===== config.mk =====
export PLATFORM = sky130hd
export DESIGN_NAME = pipe_hazard_sequencer
export DESIGN_NICKNAME = d
export VERILOG_FILES = /design/src/rtl/pipe_hazard_sequencer.sv
export SDC_FILE = /design/constraint.sdc
export NUM_CORES = 1
export LEC_CHECK = 0
export ABC_AREA = 1
export CORE_ASPECT_RATIO = 0.8
export CORE_MARGIN = 2
export CORE_UTILIZATION = 40
export CTS_CLUSTER_DIAMETER = 120
export CTS_CLUSTER_SIZE = 28
export DETAILED_ROUTE_END_ITERATION = 10
export GPL_TIMING_DRIVEN = 0
export MAX_ROUTING_LAYER = met4
export PLACE_DENSITY = 0.71
export SLEW_MARGIN = 30
export SYNTH_ARGS = -nofsm -noshare
export SYNTH_HDL_FRONTEND = slang
export SYNTH_SLANG_ARGS = --single-unit

===== constraint.sdc =====
create_clock -name clk -period 1.74 [get_ports clk]
set_clock_uncertainty 0.15 [all_clocks]
set_input_delay 0.261 -clock clk [delete_from_list [all_inputs] [get_ports clk]]
set_output_delay 0.261 -clock clk [all_outputs]
set_load 0.005 [all_outputs]

===== src/rtl/pipe_hazard_sequencer.sv =====
// ---------------------------------------------------------------------------
// pipe_hazard_sequencer
//
// Central control for the 8-bit 5-stage pipeline (IF, ID, EX, MEM, WB).
// Sequences idle -> run / single-step pause -> halt drain -> halted, detects
// load-use hazards between EX and ID, and produces the PC / IF-ID enables and
// the IF-ID / ID-EX flush (bubble) controls. A saturating counter records
// every stall or flush cycle for debug readout.
//
// Ports:
//   clk          pipeline clock
//   reset        asynchronous reset, active low (0 = reset)
//   start        pulse: leave IDLE (to RUN, or PAUSE when step_mode=1)
//   step_mode    1 = advance one instruction per step pulse
//   step         pulse: issue one fetch while paused
//   ID_rs1/2     source registers of the instruction in ID
//   ID_use_rs1/2 instruction in ID actually reads rs1 / rs2
//   EX_rd        destination register of the instruction in EX
//   EX_mem_read  instruction in EX is a load
//   EX_redirect  jump / taken branch resolved in EX
//   EX_halt      halt instruction in EX
//   pc_en        PC update enable
//   IF_ID_en     IF/ID register load enable
//   IF_ID_flush  clear IF/ID to a NOP
//   ID_EX_flush  clear ID/EX (bubble insert)
//   halted       pipeline stopped after the halt retired
//   running      state is RUN or PAUSE
//   event_cnt    saturating count of stall and flush cycles
// ---------------------------------------------------------------------------
module pipe_hazard_sequencer #(
  parameter int DRAIN_CYCLES = 2,
  parameter int CNT_W        = 16
) (
  input  logic             clk,
  input  logic             reset,
  input  logic             start,
  input  logic             step_mode,
  input  logic             step,
  input  logic [1:0]       ID_rs1,
  input  logic [1:0]       ID_rs2,
  input  logic             ID_use_rs1,
  input  logic             ID_use_rs2,
  input  logic [1:0]       EX_rd,
  input  logic             EX_mem_read,
  input  logic             EX_redirect,
  input  logic             EX_halt,
  output logic             pc_en,
  output logic             IF_ID_en,
  output logic             IF_ID_flush,
  output logic             ID_EX_flush,
  output logic             halted,
  output logic             running,
  output logic [CNT_W-1:0] event_cnt
);

  localparam int DW = (DRAIN_CYCLES < 2) ? 1 : $clog2(DRAIN_CYCLES + 1);

  typedef enum logic [2:0] {
    S_IDLE,
    S_RUN,
    S_PAUSE,
    S_DRAIN,
    S_HALTED
  } state_t;

  state_t          state;
  logic [DW-1:0]   drain_cnt;
  logic            step_pend;
  logic            load_use;
  logic            step_req;
  logic            active;
  logic            count_evt;

  assign load_use = EX_mem_read &
                    ((ID_use_rs1 & (ID_rs1 == EX_rd)) |
                     (ID_use_rs2 & (ID_rs2 == EX_rd)));

  // A step seen during a load-use stall is remembered in step_pend so the
  // issue is retried on the following cycles instead of being dropped.
  assign step_req = step | step_pend;

  // "active" marks a cycle that behaves as RUN: every RUN cycle, plus a
  // PAUSE cycle carrying a (new or pending) step request.
  assign active = (state == S_RUN) || ((state == S_PAUSE) && step_req);

  // Combinational controls so hazards act in the same cycle they appear.
  always_comb begin
    pc_en       = 1'b0;
    IF_ID_en    = 1'b0;
    IF_ID_flush = 1'b0;
    ID_EX_flush = 1'b0;
    halted      = 1'b0;
    running     = 1'b0;
    count_evt   = 1'b0;
    case (state)
      S_IDLE: begin
        IF_ID_flush = 1'b1;
        ID_EX_flush = 1'b1;
      end
      S_RUN, S_PAUSE: begin
        running = 1'b1;
        if (active) begin
          if (EX_halt) begin
            IF_ID_flush = 1'b1;
            ID_EX_flush = 1'b1;
          end else if (EX_redirect) begin
            // PC loads the branch target; both younger stages are squashed.
            pc_en       = 1'b1;
            IF_ID_en    = 1'b1;
            IF_ID_flush = 1'b1;
            ID_EX_flush = 1'b1;
            count_evt   = 1'b1;
          end else if (load_use) begin
            ID_EX_flush = 1'b1;
            count_evt   = 1'b1;
          end else begin
            pc_en    = 1'b1;
            IF_ID_en = 1'b1;
          end
        end else begin
          // Paused with no step: nothing new issues, older stages drain.
          ID_EX_flush = 1'b1;
          if (EX_halt) begin
            IF_ID_flush = 1'b1;
          end
        end
      end
      S_DRAIN: begin
        IF_ID_flush = 1'b1;
        ID_EX_flush = 1'b1;
      end
      S_HALTED: begin
        IF_ID_flush = 1'b1;
        ID_EX_flush = 1'b1;
        halted      = 1'b1;
      end
      default: begin
        IF_ID_flush = 1'b1;
        ID_EX_flush = 1'b1;
      end
    endcase
  end

  // Sequencer state, drain countdown, pending step and the event counter.
  always_ff @(posedge clk or negedge reset) begin
    if (!reset) begin
      state     <= S_IDLE;
      drain_cnt <= '0;
      step_pend <= 1'b0;
      event_cnt <= '0;
    end else begin
      if (count_evt && (event_cnt != {CNT_W{1'b1}})) begin
        event_cnt <= event_cnt + CNT_W'(1);
      end
      case (state)
        S_IDLE: begin
          step_pend <= 1'b0;
          if (start) begin
            state <= step_mode ? S_PAUSE : S_RUN;
          end
        end
        S_RUN: begin
          step_pend <= 1'b0;
          if (EX_halt) begin
            state     <= S_DRAIN;
            drain_cnt <= DW'(DRAIN_CYCLES);
          end else if (step_mode) begin
            state <= S_PAUSE;
          end
        end
        S_PAUSE: begin
          if (EX_halt) begin
            state     <= S_DRAIN;
            drain_cnt <= DW'(DRAIN_CYCLES);
            step_pend <= 1'b0;
          end else if (!step_mode) begin
            state     <= S_RUN;
            step_pend <= 1'b0;
          end else begin
            // A redirect consumes the step; only a stall keeps it pending.
            step_pend <= step_req & ~EX_redirect & load_use;
          end
        end
        S_DRAIN: begin
          if (drain_cnt == DW'(1)) begin
            state <= S_HALTED;
          end else begin
            drain_cnt <= drain_cnt - DW'(1);
          end
        end
        S_HALTED: begin
          state <= S_HALTED;
        end
        default: begin
          state <= S_IDLE;
        end
      endcase
    end
  end

endmodule


# [Word level (Yosys, flattened, before mapping)]
# Index checks and enable logic that the tools add are counted.
[word_totals] reg_bits=22 inputBits=16 output_inout_bits=22 elab_cells=72
[op_classes] add_sub_neg=2 n_eq_ne=14 muxes=34 n_bitwise=8 reduce_logical=10
[ops] op="1-bit 2-to-1 mux" n=22
[ops] op="3-bit 2-to-1 mux" n=6
[ops] op="16-bit by 1-bit adder with 16-bit output (second input constant)" n=1
[ops] op="16-bit != test (second input constant)" n=1
[ops] op="3-bit case mux with 5 select lines" n=1
[ops] op="3-bit by 2-bit equality test with 1-bit output (second input constant)" n=2
[ops] op="2-bit 2-to-1 mux" n=3
[ops] op="2-bit != test (second input constant)" n=3
[ops] op="3-bit != test (second input constant)" n=2
[ops] op="1-bit bitwise AND" n=5
[ops] op="2-bit equality test" n=2
[ops] op="2-bit case mux with 2 select lines" n=1
[ops] op="4-bit AND reduction" n=1
[ops] op="2-bit nonzero test" n=2
[ops] op="2-bit OR reduction" n=2
[ops] op="3-bit by 1-bit equality test with 1-bit output (second input constant)" n=1
[ops] op="3-bit equality test (second input constant)" n=1
[ops] op="3-bit logical NOT" n=1
[ops] op="3-bit AND reduction" n=1
[ops] op="2-bit by 1-bit equality test with 1-bit output (second input constant)" n=1
[ops] op="1-bit logical AND" n=2
[ops] op="2-bit by 1-bit != test with 1-bit output (second input constant)" n=1
[ops] op="1-bit bitwise OR" n=2
[ops] op="1-bit case mux with 2 select lines" n=1
[ops] op="3 further kinds" n=3

# [Longest topological paths before layout]
# Gate-level depths: netlist (run 1).
[depth] ltp_word=10 ltp_mapped=11

# [Worst setup path after synthesis (run 1)]
# OpenSTA, ideal clock, no wires.
[synth_timing] kind="reg-to-reg" startpoint="reg event_cnt[0]" endpoint="reg event_cnt[5]" arrival_time_ps=1392 t_required_ps=1473 slack_ps=81 stages_incl_launch_ff=10 path_cell_list="dfrtp_1 > ha_1 > nand3_1 > nor2_1 > nand4_1 > nand2_2 > clkinv_4 > buf_6 > nand3_1 > nand2_1"
[synth_between] elab_chain_len=2 elab_cells_between_ends=3 classes_between="add/sub: 1; eq/ne: 1; reduce/logical: 1"
[synth_lines] item="start: declaration" line="53" rtl="output logic [CNT_W-1:0] event_cnt"
[synth_lines] item="start signal: assignment" line="153" rtl="event_cnt <= event_cnt + CNT_W'(1);"
[synth_lines] item="parallel branches: the longest is 2 deep, another holds 16-bit by 1-bit adder with 16-bit output"
# Several ways; the timed one is not identified.
# A chain may end at the register's enable or synchronous reset.

# [Worst setup path after layout (run 1)]
[layout_timing] startpoint="reg state[2]" endpoint="reg event_cnt[6]"
[layout_between] elab_chain_len=6 elab_cells_between_ends=8 classes_between="eq/ne: 2; mux: 2; reduce/logical: 4"
[layout_lines] item="start: declaration" line="66" rtl="state_t state;"
[layout_lines] item="start signal: assignment" line="159" rtl="state <= step_mode ? S_PAUSE : S_RUN;"
[layout_lines] item="3-bit by 2-bit equality test with 1-bit output" line="84, 95"
[layout_lines] item="1-bit logical AND" line="84" rtl="assign active = (state == S_RUN) || ((state == S_PAUSE) && step_req);"
[layout_lines] item="1-bit logical OR" line="84"
[layout_lines] item="1-bit 2-to-1 mux" line="102" rtl="if (active) begin"
[layout_lines] item="1-bit 2-to-1 mux *" line="95" rtl="case (state)"
[layout_lines] item="1-bit logical AND *" line="152" rtl="if (count_evt && (event_cnt != {CNT_W{1'b1}})) begin"
# Mark *: on every way between the ends. The rest lies on a longest branch, timed or not.

==> summary.txt, run 1 <==
Routed WL - 4040 um
Max Root-Sink Buffers - 2
Post-synthesis sequential area ratio - 35.1%
Area of the multi-input gates - 961 sq um
Series of cell instances along the critical path - nor2_4, nand2_4, nand2_4, nand2_4, nor2_4, buf_6, buf_6, nand2_4, inv_8, nand2_8, buf_12, buf_16, nand2_2, nand2_1
Total power density per cell area - 1100 nW/um^2
Leakage dissipation - 1.17 nW
Critical path's largest stage delay - 0.45 ns
Hold violation count in the final report - 0
Starting density of the core - 41.5%
Clock Latency Late Sink - 0.26 ns
Final routed wire length divided by cell count - 11.7 um
Yosys reg bits - 22
Count of vias placed by the detailed router - 1,667
Setup Viol. Count Final - 20
Worst Setup Start Kind - register
Chip height - 60.0 um
Highest-delay cell along the critical path - dfrtp_2
Clock root buffer - clkbuf_8
Vias per cell - 4.85
Maximum number of pins on one net before global-route repair - 23
Violation count after the first detailed-routing iteration - 67
Number of buffers and inverters on the critical path - 5
Run status - finished, violations left
Dominant cells by area after synthesis - dfrtp_1, nand2_1, nand3_1, inv_1, nor2_1
Filler Cell Count - 336
Clock slew at the register clock pins of the worst setup and hold paths - 0.08 ns
Via count of the first global-routing pass - 1,513
Layout cells sized above 1 - 26.6%
Std-Cell Rows - 20
CP max FO - 5
Max-cap viol count - 0
Final nets - 308
Data required time at the worst endpoint - 1.75 ns
Die ar. - 4440 sq um
Relative max-transition margin - 64.9%
Residual DRC count - 0
Violations in the final reports - setup timing
Switching part of the total - 38.6%
Fmax - 517 MHz
Synthesized cell area - 1570 sq um
Area taken by flip-flops and latches - 554 sq um
Arrival @ worst endpoint - 1.94 ns
Final total power - 2.65 mW
Number of antenna violations at the first check in global routing - 0
Instance area at placement - 2000 sq um
Cell internal power dissipation - 1.62 mW
Cell mode on critical path - nand2_4
Min Tclk post-route - 1.93 ns
RSZ-0062 raised after global routing - yes
Clock buffer count from CTS - 3
Floorplan die width - 74.0 um
Clock Sinks - 22
# diodes - 0
Sequential Power Share - 26.7%
Critical path endpoint category - register
Post-Synthesis Cells - 226
Post-synthesis average cell area - 6.93 sq um
Post-detailed-placement half-perimeter wirelength - 2610 um
Worst hold-check path type - in2async
Number of nets in the synthesized netlist - 244
Top-area cell type share of the netlist area - 35.1%
First drt pass iteration count - 4
Slew @ Worst Pin - 0.526 ns
Buffers added on ports - 37
Share of the clock period used by the worst path after layout - 111%
Final Max Slew Viols - 0
Aggregate global routing overflow - 0
Post-route antenna net violation count - 0
Final critical-path setup slack - -0.194 ns
Syn. warnings - 0
Global routing usage summed across all routing layers - 19.9%
Switching Power - 1.02 mW
Area of all placed cells without fillers - 2400 sq um
Ports placed on the boundary - 38
Worst setup path category - reg2reg
Logic pwr share - 59.5%
H-Tree Level Count - 1
Core region area - 3780 sq um
Fraction of power consumed by the clock network - 13.8%
Post-synthesis cell type count - 31
Top cell family by delay on the critical path - simple AND/OR/NAND/NOR gates
Synth area leader - dfrtp_1
Layout overhead on the synthesized area - 53.0%
TritonCTS clock tree - yes
Global-route wire length before repair - 6690 um
Peak supply drop - 861 uV
Final weighted congestion in routability-driven placement - 0.926
==> flip-flops by register name, summed over array words and instances, names as in the netlist <==
register and flops:
event_cnt 16, drain_cnt 2, step_pend 1, state 3
==> worst paths after layout <==
check                           from      endpoint  slack [ns]  depth (start not counted)
hold reg to reg            step_pend     step_pend        0.37                          2
setup / recovery            state[2]  event_cnt[6]       -0.19                         14
min in group clk           step_pend     step_pend        0.37                          2
hold / removal                 reset  event_cnt[8]        0.36                          2
max in group asynchronous      reset      state[2]        0.70                          2
setup reg to reg            state[2]  event_cnt[6]       -0.19                         14
==> cell usage in the layout (no fill, tap or decap), drive strengths merged, types with 4 or more instances in the layout <==
master,n
xnor2,8
dfrtp,22
clkdlybuf4s50,27
inv,30
o21ai,10
nand3,32
buf,32
nand2,82
nor2,23
clkbuf,4
==> synthesized netlist by cell type (all sizes together) <==
cell,n
o221ai,1
o21bai,1
dfrtp,22
o211ai,1
xnor2,8
o21a,1
nand3,32
nor2,23
nor3,1
nand4,2
or2,2
inv,29
a21oi,1
nand3b,1
ha,2
nand2,82
xor2,2
buf,4
clkinv,1
o21ai,10
==> repair_timing <==
item | CTS | global route
endpoints found under the hold margin | 22 | 0
gates resized for setup | 46 | 27
cloned | 1 | 0
setup buffers | 17 | 4
endpoints found under the setup margin | 16 | 25
pin swaps | 7 | 15
hold buffers | 1 | 0
==> logic make-up (layout without fill, tap and decap cells) <==
family | after synthesis | in the layout | share of synthesized area, %
simple gates | 143 | 143 | 42.2
xor+xnor | 10 | 10 | 5.59
fa+ha+maj | 2 | 2 | 1.60
flops | 22 | 22 | 35.1
compound gates | 15 | 15 | 5.51
buf+inv | 34 | 97 | 9.98
==> cell type report <==
class | count | area share (%)
plain buffers | 4 | 1.78
clock buffers | 4 | 2.30
inverters | 30 | 5.12
multi-input cells | 170 | 40.1
flip-flops and latches | 22 | 23.1
well taps | 55 | 2.87
repair buffers | 59 | 24.7
==> power by group through the flow <==
stage          Sequential [mW]  Clock (mW)  Combinational (mW)
2_1_floorplan            0.706           0               0.619
3_3_place_gp             0.715           0               0.926
3_5_place_dp             0.720           0               0.942
4_1_cts                  0.698       0.381                1.38
5_1_grt                  0.716       0.397                1.73
6_report                 0.706       0.366                1.57
==> stage by stage <==
| stage | utilization, % | setup slack [ns] | cells | TNS, ns | hold slack, ns |
|---|---|---|---|---|---|
| finish | 63.4 | -0.194 | 344 | -2.69 | 0.365 |
| global route | 63.4 | -0.264 | 344 | -4.32 | 0.384 |
| CTS | 60.5 | -0.180 | 341 | -2.11 | 0.373 |
| detailed placement | 52.9 | -0.704 | 318 | -5.36 | 0.113 |
| global placement | 53.1 | -0.678 | 318 | -4.93 | 0.353 |
| floorplan | - | 0.0811 | 226 | 0 | -0.185 |
==> per-layer routing <==
metal / GRT usage (%) / vias up / wire (um)
met5: - / - / 0
met4: 2.60 / 0 / 38
met3: 3.71 / 7 / 152
met2: 33.2 / 36 / 1980
met1: 25.9 / 785 / 1870
li1: - / 839 / -
(Power assumes the default switching activity.)
==> run 2, diff against run 1 <==
- ABC_CLOCK_PERIOD_IN_PS: unset -> 1740
- CTS_BUF_LIST: unset -> sky130_fd_sc_hd__clkbuf_16
==> run 2 against run 1 <==
Compared with the run above:
- the run still ends with setup timing left
- setup slack improved by 0.023 ns
- wire length fell by 1.3%
- via count fell by 2.3%
- combinational power fell by 12%
- design area fell by 3.9%
- final cell count fell by 0.29%
- sequential power rose by 2%
- worst hold slack improved by 0.0017 ns
- first-iteration DRC count rose by 9.0%
- clock-buffer cell count fell by 1
- flip-flop and latch count did not move
- non-clock buffer count fell by 1
- largest power group unchanged
==> summary.txt, run 2 (same netlist as run 1, synthesis figures left out) <==
Run status - finished, violations left
Violations in the final reports - setup timing
Share of the clock period used by the worst path after layout - 110%
Via count of the first global-routing pass - 1,576
Critical path endpoint category - register
Cell internal power dissipation - 1.60 mW
Min Tclk post-route - 1.91 ns
Post-route antenna net violation count - 0
Clock buffer count from CTS - 3
Switching part of the total - 37.9%
Instance area at placement - 2000 sq um
Final routed wire length divided by cell count - 11.6 um
Starting density of the core - 41.5%
Reg with most FFs - event_cnt
Worst setup path category - reg2reg
Top cell family by delay on the critical path - simple AND/OR/NAND/NOR gates
Most common cell after layout, fill and taps aside - nand2_1
Sequential Power Share - 27.9%
Worst min-delay path startpoint - step_pend
Fmax - 523 MHz
Slew @ Worst Pin - 0.516 ns
Ports placed on the boundary - 38
Vias per cell - 4.75
First drt pass iteration count - 4
Residual DRC count - 0
Clock slew at the register clock pins of the worst setup and hold paths - 0.06 ns
Final critical-path setup slack - -0.171 ns
Number of cells in the design after placement - 318
H-Tree Level Count - 1
Cell mode on critical path - nand2_4
Std-Cell Rows - 20
Clock Sinks - 22
Worst Setup Start Kind - register
Worst reg2reg path startpoint - state[2]
Arrival @ worst endpoint - 1.91 ns
Filler Cell Count - 335
Violation count after the first detailed-routing iteration - 73
Global routing usage summed across all routing layers - 20.8%
CP max FO - 8
Count of placed standard cells in the final layout, fillers left out - 343
Highest-delay cell along the critical path - dfrtp_1
Reg-to-reg critical path endpoint - event_cnt[6]
RSZ-0062 raised after global routing - yes
Peak supply drop - 899 uV
Clock Latency Late Sink - 0.25 ns
R2R cell count - 13
Number of cells on the worst hold path - 2
Logic pwr share - 53.3%
Area of all placed cells without fillers - 2300 sq um
Layout cells sized above 1 - 21.5%
Flip-flop count of the largest register after layout - 16
Die ar. - 4440 sq um
Number of antenna violations at the first check in global routing - 0
Max-cap viol count - 0
Series of cell instances along the critical path - nor2_2, nand2_2, nand2_4, nand2_4, nor2_4, buf_4, buf_4, nand2_4, inv_8, nand2_8, clkbuf_16, nand2_1, nand2_1
Data required time at the worst endpoint - 1.73 ns
Aggregate global routing overflow - 0
Worst hold-check path type - reg2reg
Setup slack at placement - -0.704 ns
Clock root buffer - clkbuf_16
Total power density per cell area - 1120 nW/um^2
Count of vias placed by the detailed router - 1,629
Critical path's largest stage delay - 0.41 ns
Slack of the worst reg-to-reg path - -0.17 ns
TritonCTS clock tree - yes
Floorplan die width - 74.0 um
Number of buffers and inverters on the critical path - 4
Routed WL - 3980 um
Switching Power - 0.981 mW
Hold violation count in the final report - 0
Chip height - 60.0 um
Final Max Slew Viols - 0
Number of cells on the critical path - 13
Fraction of power consumed by the clock network - 18.8%
Final weighted congestion in routability-driven placement - 0.926
Most frequent cells in the layout - nand2_1, nand3_1, inv_1
Global-route wire length before repair - 6890 um
Maximum number of pins on one net before global-route repair - 23
Core region area - 3780 sq um
Setup Viol. Count Final - 20
Relative max-transition margin - 65.6%
Layout overhead on the synthesized area - 47.0%
Final nets - 307
Max Root-Sink Buffers - 2
Leakage dissipation - 1.15 nW
Registers with the most flip-flops - event_cnt: 16 flops, state: 3 flops, drain_cnt: 2 flops
Buffers added on ports - 37
# diodes - 0
Post-detailed-placement half-perimeter wirelength - 2610 um
Sink of the worst hold path - step_pend
run 2: changes by cell type in the layout (fill, tap and decap cells not counted), sizes merged:
| cell | before | now |
|---|---|---|
| clkdlybuf4s50 | 27 | 23 |
| dlygate4sd2 | 2 | 6 |
| buf | 32 | 29 |
| clkbuf | 4 | 5 |
| clkinv | 0 | 1 |
run 2: worst register-to-register path: stages, from the launching register on:
cell       delay, ns
dfrtp_1         0.41
nor2_2          0.15
nand2_2         0.11
nand2_4         0.10
nand2_4         0.06
nor2_4          0.09
buf_4           0.12
buf_4           0.11
nand2_4         0.06
inv_8           0.08
nand2_8         0.08
clkbuf_16       0.16
nand2_1         0.06
nand2_1         0.05
run 2: final cells by class:
cell class | instances | area [sq um] | area share (%)
Multi-Input combinational cell | 170 | 926 | 40.2
Sequential cell | 22 | 552 | 24.0
Timing Repair Buffer | 58 | 518 | 22.5
Inverter | 30 | 120 | 5.22
Clock buffer | 3 | 75.1 | 3.26
Tap cell | 55 | 68.8 | 2.99
Buffer | 4 | 38.8 | 1.68
Clock inverter | 1 | 3.75 | 0.163
run 2: timing repair:
action,CTS,global route
pin swaps,11,10
setup buffers,14,5
cloned,0,1
hold buffers,1,0
resized for setup,44,8
setup endpoints to repair,16,25
hold endpoints to repair,22,0
run 2: how the worst max path moves through the flow:
stage	startpoint	end	slack [ns]
2_1_floorplan	event_cnt[0]	event_cnt[5]	0.08
3_3_place_gp	EX_rd[0]	pc_en	-0.68
3_5_place_dp	EX_rd[0]	pc_en	-0.70
4_1_cts	ID_use_rs2	pc_en	-0.16
5_1_grt	state[2]	event_cnt[6]	-0.24
6_report	state[2]	event_cnt[6]	-0.17
run 2: power groups by stage:
stage          Combinational, mW  Clock (mW)  Sequential, mW
3_3_place_gp               0.926           0           0.715
2_1_floorplan              0.619           0           0.706
6_report                    1.38       0.486           0.722
5_1_grt                     1.53       0.521           0.736
3_5_place_dp               0.942           0           0.720
4_1_cts                     1.24       0.506           0.717
run 2: stage by stage:
step,hold WS [ns],setup TNS (ns),util [%],total power [mW]
after floorplan,-0.185,0,-,1.32
final,0.366,-1.99,60.9,2.59
after global routing,0.378,-3.61,60.9,2.79
after CTS,0.371,-1.36,59.0,2.46
after detailed placement,0.113,-5.36,52.9,1.66
after global placement,0.353,-4.93,53.1,1.64
run 2: per-layer routing:
layer	vias up	wire (um)	GRT usage (%)
met3	10	141	4.22
met4	0	76	4.42
met2	35	1960	35.8
met1	747	1810	25.4
li1	837	-	-
met5	-	0	-
==> patch (config.mk and constraints of run 2) <==
The 5 states of `state_t` get a one-hot encoding in 5 bits.
--- a/src/rtl/pipe_hazard_sequencer.sv
+++ b/src/rtl/pipe_hazard_sequencer.sv
@@ -55,12 +55,12 @@
 
   localparam int DW = (DRAIN_CYCLES < 2) ? 1 : $clog2(DRAIN_CYCLES + 1);
 
-  typedef enum logic [2:0] {
-    S_IDLE,
-    S_RUN,
-    S_PAUSE,
-    S_DRAIN,
-    S_HALTED
+  typedef enum logic [4:0] {
+    S_IDLE   = 5'b00001,
+    S_RUN    = 5'b00010,
+    S_PAUSE  = 5'b00100,
+    S_DRAIN  = 5'b01000,
+    S_HALTED = 5'b10000
   } state_t;
 
   state_t          state;
Function: no difference found for any inputs over 10 cycles, from zero or initial values and one cycle with reset low; not proved beyond that.
==> patch against run 2 <==
Sequential cell count is 2 higher; power is 22% lower; synthesized cell count increased by 4.4%; count of clock-buffer cells in the layout is the same; highest routed layer unchanged; the run still ends with negative setup slack left; setup slack got worse by 34 ps; final area grew 5.9%; synthesized area increased by 8.4%; cell count increased by 2.0%; utilization fell by 1.8 points; routed wire length is 5.3% higher.
==> patch: results (changes against run 2) <==
Placement Setup Slack=-644.8 ps (was -703.9 ps); ys flop type=dfrtp_1 (unchanged); number of global-route vias before repair=1,611 (was 1,576); Min-Delay Path Class=reg2reg (unchanged); routability-driven placement congestion ratio=0.8256 (was 0.9256); Port Buffers=37 (unchanged); met3 wire len=159 um (was 141 um); Critical Path AT=1530 ps (was 1910 ps); largest net degree at the start of global routing=25 (was 23); Synth warnings=0 (unchanged); asr flop ratio synth=100.0% (unchanged); sequential element share of the synthesized area=35.45% (was 35.14%); Switching Share=34.10% (was 37.95%); Synth top cells by count=nand2_1, nand3_1, inv_1 (unchanged); Clock Latency Late Sink=260 ps; # H-tree levels=1 (unchanged); Worst-Margin Slew=548.2 ps (was 516.1 ps); status=finished, violations left (unchanged); hold path cells=1 (was 2); Net Count, Synth=254 (was 244); Synth cell types=26 (was 31); number of iterations in the first detailed-routing pass=4 (unchanged); drt total wl=4195 um (was 3984 um); Antenna Cells=0 (unchanged); Setup-failing EPs final=19 (was 20); Max FO, Critical Path=4 (was 8); wire length on met2=2025 um (was 1961 um); Total GRT Usage=19.54% (was 20.81%); CTS Buf Count=3 (unchanged); Vias=1,697 (was 1,629); violations in the final reports=negative setup slack (unchanged); top flop regs=event_cnt (16), state (5), drain_cnt (2) (was event_cnt (16), state (3), drain_cnt (2)); Clock Tree Buf Depth=2 (unchanged); initial antenna violation count=0 (unchanged); CTS Root Cell=clkbuf_16 (unchanged); most area-consuming cells after synthesis=dfrtp_1, nand2_1, nand3_1 (unchanged); share of layout cells above drive strength 1=29.01% (was 21.53%); maximum vdd drop=0.0004724 V (was 0.0008988 V); worst reg-to-reg path cell count=11 (was 13); Pleak=1.176 nW (was 1.151 nW); setup ws final=-205.4 ps (was -171.5 ps); met1 WL=1949 um (was 1805 um); max layer used=met4 (unchanged); post-DP HPWL=2947 um (was 2611 um); Nets=312 (was 307); first-pass GRT wire length=7334 um (was 6886 um); DRT iter0 DRCs=107 (was 73); # fillers=395 (was 335); Reg clk slew, reported paths=60 ps (about the same)
## patch: cell type report
class,instances,share of cell area (%)
sequential,24,24.90
multi-input combinational,180,42.15
clock inverter,1,0.1540
timing repair buffer,53,20.69
clock buffer,3,3.080
buffer,4,1.797
tap,57,2.926
inverter,28,4.312
## patch: metal layers
metal,track usage (%),vias to the layer above
li1,-,865
met1,26.80,787
met2,30.26,40
met3,2.180,5
met4,6.591,0
met5,-,-
## patch: path summary, 6_finish.rpt
path,start,to,slack [ps]
max in group asynchronous,reset,event_cnt[2],660
min reg2reg,drain_cnt[0],drain_cnt[0],350
max reg2reg,state[1],event_cnt[10],-100
max,state[0],pc_en,-210
min in group asynchronous,reset,event_cnt[8],370
min,drain_cnt[0],drain_cnt[0],350
## patch: power groups by stage
stage	logic, mW	registers (mW)	clock network [mW]
after global routing	0.874	0.737	0.538
final	0.787	0.727	0.509
after global placement	0.550	0.716	0
after floorplan	0.361	0.709	0
after CTS	0.709	0.721	0.519
after detailed placement	0.563	0.719	0
## patch: logic make-up after synthesis
| family | after synthesis | share of synthesized area, % |
|---|---|---|
| AND/OR/NAND/NOR | 157 | 45.84 |
| buffers and inverters | 32 | 8.548 |
| flip-flops | 24 | 35.45 |
| AO/OA/AOI/OAI | 11 | 3.537 |
| XOR/XNOR | 10 | 5.158 |
| adder cells (fa/ha/maj) | 2 | 1.474 |
## patch: through the flow
stage	hold WS, ps	instance area [um2]	TNS [ps]	std cells
6_report	353.1	2437	-1931	350
5_1_grt	386.1	2437	-3910	350
4_1_cts	359.1	2389	-2061	348
3_5_place_dp	128.6	2140	-5354	330
3_3_place_gp	326.6	2145	-5506	330
2_1_floorplan	-184.6	1703	0	236
## patch: worst max-delay path: stages (launching register included)
cell	delay [ps]
dfstp_2	590
nor2_4	50
nand3_4	110
nand2_4	60
nand3_4	80
inv_2	40
o21ai_1	60
inv_1	70
buf_6	110
buf_6	100
## patch: what timing repair did
item,in CTS,in global routing
gates resized for setup,47,16
cloned,1,0
pin swaps,11,5
endpoints found under the hold margin,23,0
hold buffers,1,0
setup buffers,12,2
setup endpoints to repair,18,29
